==> src/rtl/subr8s_pipe_if.sv <==
// Handshake bundle for subr8s_pipe: operand input channel, result output channel, check status.
// Latency: none, wires only.
// Backpressure: carries in_valid/in_ready and out_valid/out_ready; the producer side drives valid, the consumer side drives ready.
//
// Signals:
//   a, b        8-bit two's complement minuend / subtrahend
//   in_valid    a/b valid this cycle           in_ready  block accepts a/b this cycle
//   o           9-bit two's complement difference
//   out_valid   o valid                        out_ready consumer accepts o this cycle
//   err         duplicate-compute mismatch flag for the current o
//   err_cnt     saturating mismatch count
// Modports: master = environment (drives operands, out_ready); slave = the pipeline.
interface subr8s_pipe_if;
    logic [7:0] a;
    logic [7:0] b;
    logic       in_valid;
    logic       in_ready;
    logic [8:0] o;
    logic       out_valid;
    logic       out_ready;
    logic       err;
    logic [7:0] err_cnt;

    modport master (
        output a,
        output b,
        output in_valid,
        output out_ready,
        input  in_ready,
        input  o,
        input  out_valid,
        input  err,
        input  err_cnt
    );

    modport slave (
        input  a,
        input  b,
        input  in_valid,
        input  out_ready,
        output in_ready,
        output o,
        output out_valid,
        output err,
        output err_cnt
    );
endinterface

==> src/rtl/subr8s_pipe.sv <==
// Two-stage 8-bit signed subtractor, o = sext9(a) - sext9(b), exact over -255..+255.
// Latency: 2 cycles from acceptance to out_valid when out_ready is held high; 1 result per cycle.
// Backpressure: out_ready low holds o/out_valid/err; in_ready drops only when both stages are full and stalled.
//
// Ports:
//   clk   single clock, all state on the rising edge
//   rst   synchronous active-high reset; clears both stages and the error state
//   bus   subr8s_pipe_if.slave: a, b, in_valid, in_ready, o, out_valid, out_ready, err, err_cnt
//
// Optional feature, macro SUBR8S_DUP_CHECK_EN:
//   defined   -> stage 2 recomputes the difference with an independent full-width subtractor
//                from the stage-1 operands; err flags a mismatch with o, err_cnt counts retired
//                mismatching results and saturates at 8'hFF.
//   undefined -> no duplicate logic; err and err_cnt are constant 0; timing identical.
module subr8s_pipe (
    input  logic         clk,
    input  logic         rst,
    subr8s_pipe_if.slave bus
);

    // ------------------------------------------------------------------
    // Handshake
    // ------------------------------------------------------------------
    logic s1_vld_q, s1_vld_d;
    logic s2_vld_q, s2_vld_d;

    logic s2_adv;   // stage 2 may load this cycle (empty or being retired)
    logic s1_adv;   // stage 1 content moves into stage 2 this cycle
    logic in_rdy;
    logic in_fire;
    logic out_fire;

    always_comb begin
        s2_adv   = !s2_vld_q || bus.out_ready;
        s1_adv   = s1_vld_q && s2_adv;
        // Depends only on pipeline state and out_ready, never on in_valid.
        in_rdy   = !s1_vld_q || s2_adv;
        in_fire  = bus.in_valid && in_rdy;
        out_fire = s2_vld_q && bus.out_ready;
    end

    assign bus.in_ready = in_rdy;

    // ------------------------------------------------------------------
    // Stage 1: low-nibble difference with borrow, high nibbles carried
    // ------------------------------------------------------------------
    logic [4:0] s1_lo_q, s1_lo_d;     // [4] = borrow out of the low nibble, [3:0] = difference
    logic [3:0] s1_ahi_q, s1_ahi_d;
    logic [3:0] s1_bhi_q, s1_bhi_d;
    logic [4:0] lo_diff;

    // A 5-bit unsigned subtract of zero-extended nibbles leaves the borrow in bit 4.
    assign lo_diff = {1'b0, bus.a[3:0]} - {1'b0, bus.b[3:0]};

    always_comb begin
        s1_vld_d = s1_vld_q;
        s1_lo_d  = s1_lo_q;
        s1_ahi_d = s1_ahi_q;
        s1_bhi_d = s1_bhi_q;
        if (in_fire) begin
            // A new operand pair may land in the same cycle the old one moves on.
            s1_vld_d = 1'b1;
            s1_lo_d  = lo_diff;
            s1_ahi_d = bus.a[7:4];
            s1_bhi_d = bus.b[7:4];
        end else if (s1_adv) begin
            s1_vld_d = 1'b0;
        end
    end

    always_ff @(posedge clk) begin
        if (rst) begin
            s1_vld_q <= 1'b0;
            s1_lo_q  <= 5'h00;
            s1_ahi_q <= 4'h0;
            s1_bhi_q <= 4'h0;
        end else begin
            s1_vld_q <= s1_vld_d;
            s1_lo_q  <= s1_lo_d;
            s1_ahi_q <= s1_ahi_d;
            s1_bhi_q <= s1_bhi_d;
        end
    end

    // ------------------------------------------------------------------
    // Stage 2: signed high part with borrow-in forms o[8:4]
    // ------------------------------------------------------------------
    logic [8:0] o_q, o_d;
    logic [4:0] hi_diff;
    logic [8:0] o_pri;

    // Value = 16*(ahi - bhi - borrow) + lo, with the high nibbles sign-extended to 5 bits;
    // 5 bits cover -16..+15, enough for the -16..+15 range this sum can take.
    assign hi_diff = {s1_ahi_q[3], s1_ahi_q} - {s1_bhi_q[3], s1_bhi_q} - {4'b0000, s1_lo_q[4]};
    assign o_pri   = {hi_diff, s1_lo_q[3:0]};

    always_comb begin
        s2_vld_d = s2_vld_q;
        o_d      = o_q;
        if (s2_adv) begin
            s2_vld_d = s1_vld_q;
            // When stage 1 is empty, o keeps its last value rather than loading junk.
            if (s1_vld_q) begin
                o_d = o_pri;
            end
        end
    end

    always_ff @(posedge clk) begin
        if (rst) begin
            s2_vld_q <= 1'b0;
            o_q      <= 9'h000;
        end else begin
            s2_vld_q <= s2_vld_d;
            o_q      <= o_d;
        end
    end

    assign bus.o         = o_q;
    assign bus.out_valid = s2_vld_q;

`ifdef SUBR8S_DUP_CHECK_EN
    // ------------------------------------------------------------------
    // Duplicate compute: the low operand nibbles are kept in stage 1 so
    // that a full 9-bit subtractor, sharing no logic with the split
    // primary path, can cross-check o.
    // ------------------------------------------------------------------
    logic [3:0] s1_alo_q, s1_alo_d;
    logic [3:0] s1_blo_q, s1_blo_d;
    logic [8:0] dup_diff;
    logic       err_q, err_d;
    logic [7:0] err_cnt_q, err_cnt_d;

    always_comb begin
        s1_alo_d = s1_alo_q;
        s1_blo_d = s1_blo_q;
        if (in_fire) begin
            s1_alo_d = bus.a[3:0];
            s1_blo_d = bus.b[3:0];
        end
    end

    assign dup_diff = {s1_ahi_q[3], s1_ahi_q, s1_alo_q} - {s1_bhi_q[3], s1_bhi_q, s1_blo_q};

    always_comb begin
        err_d     = err_q;
        err_cnt_d = err_cnt_q;
        // err travels with o, so it holds through a stall exactly like o.
        if (s2_adv) begin
            err_d = s1_vld_q && (dup_diff != o_pri);
        end
        // Count on retirement so a stalled result is counted only once.
        if (out_fire && err_q && (err_cnt_q != 8'hFF)) begin
            err_cnt_d = err_cnt_q + 8'h01;
        end
    end

    always_ff @(posedge clk) begin
        if (rst) begin
            s1_alo_q  <= 4'h0;
            s1_blo_q  <= 4'h0;
            err_q     <= 1'b0;
            err_cnt_q <= 8'h00;
        end else begin
            s1_alo_q  <= s1_alo_d;
            s1_blo_q  <= s1_blo_d;
            err_q     <= err_d;
            err_cnt_q <= err_cnt_d;
        end
    end

    assign bus.err     = err_q;
    assign bus.err_cnt = err_cnt_q;
`else
    // out_fire only feeds the mismatch counter.
    logic unused_out_fire;
    assign unused_out_fire = out_fire;

    assign bus.err     = 1'b0;
    assign bus.err_cnt = 8'h00;
`endif

    // ------------------------------------------------------------------
    // Protocol properties
    // ------------------------------------------------------------------
    // A stalled result must stay put until the consumer takes it.
    a_stall_hold: assert property (@(posedge clk)
        (!rst && bus.out_valid && !bus.out_ready) |=> (rst || (bus.out_valid && $stable(bus.o))));

    // With both stages full and the output stalled, nothing more may be accepted.
    a_full_blocks: assert property (@(posedge clk)
        (s1_vld_q && s2_vld_q && !bus.out_ready) |-> !bus.in_ready);

endmodule
==> src/flat_wrapper.sv <==
// flat-port wrapper written by rule: the top's interface ports become plain ports
module subr8s_pipe_flat 
  (clk, rst, bus_a, bus_b, bus_in_valid, bus_out_ready, bus_in_ready, bus_o, bus_out_valid, bus_err, bus_err_cnt);
  subr8s_pipe_if bus_i ();
  input  logic clk;
  input  logic rst;
  input wire logic [$bits(bus_i.a)-1:0] bus_a;
  input wire logic [$bits(bus_i.b)-1:0] bus_b;
  input wire logic [$bits(bus_i.in_valid)-1:0] bus_in_valid;
  input wire logic [$bits(bus_i.out_ready)-1:0] bus_out_ready;
  output wire logic [$bits(bus_i.in_ready)-1:0] bus_in_ready;
  output wire logic [$bits(bus_i.o)-1:0] bus_o;
  output wire logic [$bits(bus_i.out_valid)-1:0] bus_out_valid;
  output wire logic [$bits(bus_i.err)-1:0] bus_err;
  output wire logic [$bits(bus_i.err_cnt)-1:0] bus_err_cnt;
  assign bus_i.a = bus_a;
  assign bus_i.b = bus_b;
  assign bus_i.in_valid = bus_in_valid;
  assign bus_i.out_ready = bus_out_ready;
  assign bus_in_ready = bus_i.in_ready;
  assign bus_o = bus_i.o;
  assign bus_out_valid = bus_i.out_valid;
  assign bus_err = bus_i.err;
  assign bus_err_cnt = bus_i.err_cnt;
  subr8s_pipe u_core (.clk(clk), .rst(rst), .bus(bus_i));
endmodule
==> config.mk <==
export PLATFORM = sky130hd
export DESIGN_NAME = subr8s_pipe_flat
export DESIGN_NICKNAME = d
export VERILOG_FILES = /design/src/rtl/subr8s_pipe_if.sv /design/src/rtl/subr8s_pipe.sv /design/src/flat_wrapper.sv
export SDC_FILE = /design/constraint.sdc
export NUM_CORES = 1
export LEC_CHECK = 0
export CORE_ASPECT_RATIO = 1.2
export CORE_MARGIN = 2
export CORE_UTILIZATION = 49
export DETAILED_ROUTE_END_ITERATION = 12
export PLACE_DENSITY = 0.94
export SLEW_MARGIN = 20
export SYNTH_ARGS = -nofsm -noshare
export SYNTH_HDL_FRONTEND = slang
export SYNTH_SLANG_ARGS = --single-unit
==> constraint.sdc <==
create_clock -name clk -period 4.75 [get_ports clk]
set_input_delay 0.7125 -clock clk [delete_from_list [all_inputs] [get_ports clk]]
set_output_delay 0.7125 -clock clk [all_outputs]
set_load 0.005 [all_outputs]
==> impl_metrics.env <==
export IMPL_syn_area_mm2=0.001286
export IMPL_ys_warn_count=0
export IMPL_io_buffers=30
export IMPL_yosysUniqueCellTypes=28
export IMPL_dieArea_mm2=0.003053
export IMPL_hold_depth=2
export IMPL_clockBufferDepth=2
export IMPL_crit_path_end_kind="register"
export IMPL_grt_max_degree=25
export IMPL_internal_power_uw=352.0
export IMPL_fmax_mhz=366.3
export IMPL_timing_rr_end="u_core.bus.o[8]"
export IMPL_synthXorXnorAreaFrac=0.02043
export IMPL_drt_total_wl_um=2262
export IMPL_clk_latency_ns=0.31
export IMPL_fin_crit_sh=0.5748
export IMPL_p_sw_uw=113.1
export IMPL_diodes=0
export IMPL_synth_simple_area_share=0.1858
export IMPL_slew_headroom=0.4408
export IMPL_path_buf_inv=2
export IMPL_drt_pre_antenna_iters=4
export IMPL_postCtsHoldBufs=0
export IMPL_synth_compound_area_frac=0.1401
export IMPL_finalSetupViolations=0
export IMPL_cp_depth=10
export IMPL_critical_path_peak_fanout=2
export IMPL_path_clk_slew_ns=0.13
export IMPL_cts_buffers=3
export IMPL_grt_antenna_before_repair=0
export IMPL_place_area_mm2=0.001546
export IMPL_wire_per_inst_um=10.57
export IMPL_p_leak_nw=0.6845
export IMPL_postCtsSetupRepairBufs=0
export IMPL_max_stage_delay_ns=0.56
export IMPL_critPathLaunchType="register"
export IMPL_synth_cells=154
export IMPL_r2r_start="u_core.s1_bhi_q[0]"
export IMPL_yosys_area_share_adder=0.1440
export IMPL_utilization=0.6327
export IMPL_grt_overflow=0
export IMPL_tritoncts="done"
export IMPL_place_congestion=0.7716
export IMPL_area_growth_pct=24.32
export IMPL_cp_cell_sequence="inv_1 > fa_1 > inv_1 > ha_1 > or2_2 > fa_1 > nand2b_1 > a21oi_1 > xnor2_1 > a211oi_1"
export IMPL_die_y_um=60.13
export IMPL_required_ns=4.96
export IMPL_ant_nets=0
export IMPL_num_vias=1024
export IMPL_muxShareOfSynthArea=0
export IMPL_first_iter_violations=9
export IMPL_hold_path_class="register to register"
export IMPL_ys_seq_elements=24
export IMPL_design_area_mm2=0.001599
export IMPL_rsz0062_at_grt="false"
export IMPL_slew_violations=0
export IMPL_crit_type="register to register"
export IMPL_seqPwrFrac=0.478
export IMPL_cap_violations=0
export IMPL_fp_coreArea_mm2=0.002527
export IMPL_critical_path_startpoint="u_core.s1_bhi_q[0]"
export IMPL_worstPathArrival_ns=2.94
export IMPL_dp_hpwl_um=1704
export IMPL_num_rows=20
export IMPL_fin_setup_tns_ns=0
export IMPL_p_per_area_mw_per_mm2=290.8
export IMPL_grt_pass1_vias=879
export IMPL_drive_gt1_frac=0.04420
export IMPL_drc=0
export IMPL_hold_viol_final=0
export IMPL_io_pins=40
export IMPL_drt_vias_per_instance=4.785
export IMPL_yosysSeqAreaShare=0.3735
export IMPL_synth_top_family_by_area="simple AND/OR/NAND/NOR gates"
export IMPL_pwr_share_comb=0.210
export IMPL_nets=215
export IMPL_grt_util_all_layers=0.1619
export IMPL_critPathTopFamily="adder cells"
export IMPL_avgSynthCellArea_um2=8.352
export IMPL_h_tree_depth=1
export IMPL_critPathSlowestCell="fa_1"
export IMPL_ff2ff_setup_slack_ns=2.02
export IMPL_vdd_ir_drop_max_mv=0.1843
export IMPL_cts_sinks=24
export IMPL_start_util=0.5089
export IMPL_cp_endpoint="u_core.bus.o[8]"
export IMPL_skew_ns=0.0009329
export IMPL_cts_root_buffer="clkbuf_4"
export IMPL_status="finished, final reports clean"
export IMPL_fin_crit_ns=2.730
export IMPL_tightest_slew_ns=0.8362
export IMPL_total_power_uw=465.1
export IMPL_die_x_um=50.77
export IMPL_cts_resized=0
export IMPL_worstRegToRegCells=10
export IMPL_clockPowerShare=0.311
export IMPL_grt_pass1_wl_um=3719
export IMPL_p_sw_frac=0.2431
## worst reg2reg max path: cells and delay by family, from the launching register on
kind / cells / cell delay (ns)
AO/OA/AOI/OAI: 2 / 0.47
XOR/XNOR: 1 / 0.10
adder cells (fa/ha/maj): 3 / 1.12
buffers and inverters: 2 / 0.12
flip-flops: 1 / 0.35
AND/OR/NAND/NOR: 2 / 0.48
## flip-flops by register name, indices dropped and copies added (netlist names)
signal,cells
u_core.bus.out_valid,1
u_core.s1_vld_q,1
u_core.s1_ahi_q,4
u_core.s1_bhi_q,4
u_core.s1_lo_q,5
u_core.bus.o,9
## layer usage
layer / routed length, µm / vias to the layer above / part of all wire / global-route usage
met5: 0 / - / 0 / 0
met4: 45 / 0 / 0.020 / 0.08108
met3: 77 / 5 / 0.034 / 0.01500
met2: 1180 / 29 / 0.52 / 0.3045
met1: 958 / 458 / 0.42 / 0.1814
li1: - / 532 / - / -
## stage by stage
stage          setup WS [ns]  cells  hold slack, ns
4_1_cts                2.026    214          0.4654
5_1_grt                1.937    214          0.4755
6_report               2.020    214          0.4622
3_5_place_dp           2.178    210          0.4473
2_1_floorplan          2.301    162          0.4321
3_3_place_gp           2.225    210          0.4377
## how the worst min path moves through the flow
stage | from | end | slack, ns
2_1_floorplan | u_core.s1_lo_q[2] | u_core.s1_lo_q[2] | 0.43
3_3_place_gp | u_core.bus.o[7] | u_core.bus.o[7] | 0.44
3_5_place_dp | u_core.bus.o[0] | u_core.bus.o[0] | 0.45
4_1_cts | u_core.bus.o[0] | u_core.bus.o[0] | 0.47
5_1_grt | u_core.bus.o[0] | u_core.bus.o[0] | 0.48
6_report | u_core.bus.o[1] | u_core.bus.o[1] | 0.46
## layout by cell type, fill, tap and decap left out
cell type	instances
conb_1	9
and4_1	1
a31oi_1	1
ha_1	10
a311oi_1	1
bufinv_16	1
and3_1	1
nor2b_1	1
a211oi_2	1
or2_2	1
nand3b_4	1
clkdlybuf4s50_1	30
o21ai_0	4
xnor2_1	3
a21oi_1	22
nand2_1	33
and2_4	1
a211oi_1	3
fa_1	3
nand3b_1	2
inv_1	16
nand2b_1	3
clkbuf_4	3
dfxtp_1	24
and2_1	1
nor2_1	5
## final cells by class
cell class	count	area, µm²
fill	216	928.4
tap	33	41.29
clock inverter	1	30.03
timing repair buffer	30	300.3
inverter	16	60.06
sequential	24	480.5
multi-input combinational	107	664.4
clock buffer	3	22.52
## cell usage after synthesis, drive strengths merged
master  count  area (µm²)
a211oi      4       35.03
a21oi      22       110.1
a311oi      1       8.760
a31oi       1       6.260
and2        2       15.02
and3        1       6.260
and4        1       8.760
buf        13       103.8
clkbuf      2       7.510
conb        1       3.750
dfxtp      24       480.5
fa          3       60.06
ha         10       125.1
inv        16       60.06
nand2      33       123.9
nand2b      3       18.77
nand3b      3       35.03
nor2        5       18.77
nor2b       1       6.260
o21ai       4       20.02
or2         1       6.260
xnor2       3       26.28
## power by group through the flow
stage	clock, mW	sequential (mW)	combinational, mW
2_1_floorplan	0	0.226	0.0665
3_3_place_gp	0	0.226	0.0921
3_5_place_dp	0	0.227	0.0959
4_1_cts	0.148	0.222	0.0988
5_1_grt	0.156	0.224	0.110
6_report	0.145	0.222	0.0979
## cell families after synthesis
group | after synthesis
compound gates | 32
xor+xnor | 3
fa+ha+maj | 13
buf+inv | 31
flops | 24
other cells | 1
simple gates | 50
No activity file was read; power rests on OpenSTA's default activity.
